File: src/rtl/i2c_char_writer.sv
// i2c_char_writer: I2C master that writes one text cell (column, row, attribute bytes) to a display slave.
module i2c_char_writer #(
  parameter logic [6:0] SLAVE_ADDR = 7'h42,
  parameter int CLK_DIV = 125,
  parameter int ATTR_BYTES = 4
) (
  input  logic                    clk,
  input  logic                    reset_button,
  input  logic                    start,
  input  logic [7:0]              xtext,
  input  logic [7:0]              ytext,
  input  logic [8*ATTR_BYTES-1:0] charattr,
  output logic                    busy,
  output logic                    done,
  output logic                    nack,
  output logic                    scl_oe,
  output logic                    sda_oe,
  input  logic                    sda_in
);
  localparam int B = 3 + ATTR_BYTES;
  localparam int DW = $clog2(CLK_DIV);
  localparam int CW = $clog2(B);
  localparam logic [2:0] S_IDLE = 3'd0, S_START = 3'd1, S_BIT = 3'd2, S_ACK = 3'd3, S_STOP = 3'd4;
  logic [2:0] state_q, state_d;
  logic [DW-1:0] div_q, div_d;
  logic [1:0] qtr_q, qtr_d;
  logic [2:0] bit_q, bit_d;
  logic [CW-1:0] byte_q, byte_d;
  logic [8*B-1:0] shr_q, shr_d;
  logic abort_q, abort_d, done_q, done_d, nack_q, nack_d;
  logic scl_q, scl_d, sda_q, sda_d, sda_meta_q, sda_sync_q;
  logic tick, last, scl_want, sda_want;
  assign busy = state_q != S_IDLE;
  assign done = done_q;
  assign nack = nack_q;
  assign scl_oe = scl_q;
  assign sda_oe = sda_q;
  assign tick = div_q == DW'(CLK_DIV - 1);
  assign last = tick && qtr_q == 2'd3;
  always_comb begin
    state_d = state_q;
    bit_d = bit_q;
    byte_d = byte_q;
    shr_d = shr_q;
    abort_d = abort_q;
    done_d = 1'b0;
    nack_d = 1'b0;
    div_d = (!busy || tick) ? '0 : div_q + DW'(1);
    qtr_d = busy ? qtr_q + 2'(tick) : 2'd0;
    if (state_q == S_IDLE && start) begin
      state_d = S_START;
      shr_d = {SLAVE_ADDR, 1'b0, xtext, ytext, charattr};
      byte_d = '0;
      bit_d = 3'd7;
      abort_d = 1'b0;
    end
    if (state_q == S_ACK && tick && qtr_q == 2'd2) abort_d = sda_sync_q;
    if (last) begin
      case (state_q)
        S_START: state_d = S_BIT;
        S_BIT: begin
          shr_d = shr_q << 1;
          bit_d = bit_q == 3'd0 ? bit_q : bit_q - 3'd1;
          state_d = bit_q == 3'd0 ? S_ACK : S_BIT;
        end
        S_ACK: begin
          state_d = (abort_q || byte_q == CW'(B - 1)) ? S_STOP : S_BIT;
          byte_d = (abort_q || byte_q == CW'(B - 1)) ? byte_q : byte_q + CW'(1);
          bit_d = 3'd7;
        end
        S_STOP: begin
          state_d = S_IDLE;
          done_d = !abort_q;
          nack_d = abort_q;
        end
        default: state_d = S_IDLE;
      endcase
    end
    scl_want = state_q == S_START ? qtr_q == 2'd3 :
               (state_q == S_BIT || state_q == S_ACK || state_q == S_STOP) ? qtr_q < 2'd2 : 1'b0;
    sda_want = state_q == S_START ? qtr_q >= 2'd2 :
               state_q == S_BIT   ? ~shr_q[8*B-1] :
               state_q == S_STOP  ? qtr_q != 2'd3 : 1'b0;
    // SCL moves first; SDA follows a cycle later so the two lines never toggle together
    scl_d = scl_want;
    sda_d = (scl_q != scl_want) ? sda_q : sda_want;
  end
  always_ff @(posedge clk) begin
    if (!reset_button) begin
      state_q <= S_IDLE;
      div_q <= '0;
      qtr_q <= 2'd0;
      bit_q <= 3'd0;
      byte_q <= '0;
      shr_q <= '0;
      abort_q <= 1'b0;
      done_q <= 1'b0;
      nack_q <= 1'b0;
      scl_q <= 1'b0;
      sda_q <= 1'b0;
      sda_meta_q <= 1'b1;
      sda_sync_q <= 1'b1;
    end else begin
      state_q <= state_d;
      div_q <= div_d;
      qtr_q <= qtr_d;
      bit_q <= bit_d;
      byte_q <= byte_d;
      shr_q <= shr_d;
      abort_q <= abort_d;
      done_q <= done_d;
      nack_q <= nack_d;
      scl_q <= scl_d;
      sda_q <= sda_d;
      sda_meta_q <= sda_in;
      sda_sync_q <= sda_meta_q;
    end
  end
endmodule

File: config.mk
export PLATFORM = sky130hd
export DESIGN_NAME = i2c_char_writer
export DESIGN_NICKNAME = d
export VERILOG_FILES = /design/src/rtl/i2c_char_writer.sv
export SDC_FILE = /design/constraint.sdc
export NUM_CORES = 1
export LEC_CHECK = 0
export CORE_MARGIN = 1.5
export CORE_UTILIZATION = 45
export CTS_CLUSTER_DIAMETER = 30
export DETAILED_ROUTE_END_ITERATION = 8
export GPL_ROUTABILITY_DRIVEN = 0
export HOLD_SLACK_MARGIN = 0.03
export PLACE_DENSITY = 0.68
export SETUP_SLACK_MARGIN = 0.4
export SYNTH_ARGS = -nofsm -noshare
export SYNTH_HDL_FRONTEND = slang
export SYNTH_SLANG_ARGS = --single-unit
File: constraint.sdc
create_clock -name clk -period 5.2 [get_ports clk]
set_clock_uncertainty 0.2 [all_clocks]
set_input_delay 1.04 -clock clk [delete_from_list [all_inputs] [get_ports clk]]
set_output_delay 1.04 -clock clk [all_outputs]
set_load 0.005 [all_outputs]
==> flow_metrics.tcl <==
set metrics [dict create \
    grt-ovfl-total 0 \
    core_um2 8217 \
    cp_max_fo 12 \
    p_leak_nw 1.786 \
    postSynthAreaPerCell_um2 10.03 \
    synth-seq-area-share 0.4244 \
    antenna_found_initial 0 \
    synthCells 381 \
    hold_violations 0 \
    final_nets 485 \
    ys_warn_count 0 \
    firstDrtPassIters 4 \
    root_buffer "clkbuf_8" \
    drt-total-wl_um 6997 \
    syn-num-nets 440 \
    numClockSinks 81 \
    hold_ws_ns 0.2186 \
    synth.most_common_cell "dfxtp_1" \
    cts_resized 0 \
    wire_per_inst_um 13.05 \
    grt_start_max_net_pins 61 \
    cts.htree.levels 3 \
    die_w_um 95.15 \
    dp.cells 520 \
    drc 0 \
    internal-power_mw 1.012 \
    irDropWorstVdd_mv 0.1694 \
    clk_pin_slew_worst_paths_ns 0.08 \
    p_comb_frac 0.118 \
    synth_cell_types 39 \
    io_pins 57 \
    period_share 0.5609 \
    cts_buffers 9 \
    r2r_setup_slack_ns 2.53 \
    grt_setup_unrepaired "false" \
    drt-initial-drc-count 87 \
    synth_edf_count 0 \
    worstPathRequired_ns 3.96 \
    fmax_mhz 342.8 \
    finalPower_mw 1.327 \
    hp-class "flip-flop to flip-flop" \
    drive_gt1_frac 0.1810 \
    r2r_cells 8 \
    synth_area_leaders "dfxtp_1, a211oi_2, mux2i_1, nor2_1, ha_1" \
    io_buffer_count 56 \
    timing.rr.start "div_q[0]$_SDFF_PP0_" \
    p_seq_frac 0.502 \
    antenna_left 0 \
    yosys-top-cells-count "dfxtp_1, nor2_1, mux2i_1" \
    pwr_density_cell_nw_per_um2 288.0 \
    status "completed" \
    grt_pass1_vias 2649 \
    clk_path_buf_depth 2 \
    grt_pass1_wl_um 11470 \
    maxCapViolCount 0 \
    insertion_delay_ns 0.35 \
    min_path_cells 1 \
    setup_tns_ns 0 \
    die-height_um 95.15 \
    min_from "sda_meta_q$_SDFF_PN1_" \
    grt_use_total 0.1616 \
    crit_type "flip-flop to primary output" \
    initial_utilization 0.4651 \
    max_slew.worst_pin.slew_ns 0.9551 \
    swShare 0.2371 \
    hold_end "sda_sync_q$_SDFF_PN1_" \
    synthArstFlopShare 0 \
    hold_buffers 0 \
    cp-start-kind "flip-flop" \
    n_antenna_cell 0 \
    cts_tree "yes" \
    setup_violations 0 \
    final_util 0.5608 \
    synthToLayoutAreaGrowth_pct 20.60 \
    layout.cells.non_filler 536 \
    ys.flop_type "dfxtp_1" \
    cp.arrival_ns 1.68 \
    relSlewSlack 0.3623 \
    rows 33 \
    fp.dieArea_um2 9054 \
    syn_area_um2 3821 \
    ys_ff_latch 81 \
    synth_area_leader_cell "dfxtp_1" \
    via_count 2760 \
    hpwlAfterDp_um 4663 \
    power_frac_clock 0.380 \
    power.switching_uw 314.6 \
    post_cts_buffers 0 \
    vias_per_cell 5.149 \
    report.final.slew_viol_count 0 \
    yosysTopAreaCellShare 0.4244 \
    setup.worst_path.end_class "primary output" \
    r2r_end "shr_q[18]$_SDFF_PN0_" \
    fin_crit_ns 2.917 \
]
==> cell type report <==
class	count	area [um^2]
well taps	105	131.4
multi-input cells	260	1989
clock buffers	10	127.6
repair buffers	61	598.1
inverters	13	48.80
clock inverters	6	91.34
flip-flops and latches	81	1622
fillers	755	3608
==> registers in the layout, indices dropped and copies added, names as in the netlist <==
signal	flops
qtr_q	2
bit_q	3
abort_q	1
sda_oe	1
shr_q	56
sda_sync_q	1
nack	1
byte_q	3
done	1
div_q	7
sda_meta_q	1
state_q	3
scl_oe	1
==> cells in the final DEF (no fill, tap or decap), types with 8 or more instances in the layout <==
| master | instances |
|---|---|
| clkbuf_8 | 9 |
| nor3_1 | 8 |
| nand2_1 | 15 |
| nor2_1 | 68 |
| mux2i_1 | 50 |
| nand3_1 | 10 |
| clkdlybuf4s50_1 | 56 |
| a211oi_2 | 47 |
| a21oi_1 | 11 |
| inv_1 | 12 |
| dfxtp_1 | 81 |
==> routing by layer <==
metal  up-vias  GRT usage  routed length (um)
li1       1431          -                   -
met1      1274     0.1996                3414
met2        47     0.2695                3212
met3         8    0.02951                 265
met4         0    0.07836                 104
met5         -          0                   0
==> critical path, cell delays in order, from the launching register on <==
cell and delay, ns:
dfxtp_1 0.59, nor3_2 0.13, inv_1 0.11, clkdlybuf4s50_1 0.51
==> kinds of logic (layout without fill, tap and decap cells) <==
group                    count (synthesis)  in the layout  share of synthesized area
adder cells (fa/ha/maj)                  7              7                    0.02292
XOR/XNOR                                 8              8                    0.01834
multiplexers                            50             50                     0.1310
AND/OR/NAND/NOR                        125            125                     0.1562
buffers and inverters                   40             90                    0.05730
AO/OA/AOI/OAI                           70             70                     0.1899
flip-flops                              81             81                     0.4244
==> worst max-delay path by stage <==
stage	from	end	slack, ns	cells after the start
after floorplan	start	shr_q[41]$_SDFF_PN0_	3.05	5
after detailed placement	reset_button	shr_q[23]$_SDFF_PN0_	1.92	4
after global routing	reset_button	shr_q[14]$_SDFF_PN0_	2.17	4
after global placement	reset_button	shr_q[26]$_SDFF_PN0_	1.95	4
final	state_q[0]$_SDFFE_PN0P_	busy	2.28	3
after CTS	state_q[0]$_SDFFE_PN0P_	busy	2.27	3
==> power by group through the flow <==
stage | Clock [mW] | Combinational [mW] | Sequential, mW
floorplan | 0 | 0.106 | 0.676
global placement | 0 | 0.155 | 0.680
detailed placement | 0 | 0.159 | 0.681
CTS | 0.518 | 0.159 | 0.666
global route | 0.545 | 0.171 | 0.670
finish | 0.504 | 0.157 | 0.667
==> per-stage QoR <==
step	setup slack (ns)	instance area, um^2
global placement	1.951	4389
finish	2.283	4608
global route	2.169	4608
CTS	2.272	4608
detailed placement	1.925	4389
floorplan	3.046	3821
Power figures use the tool's default switching activity.
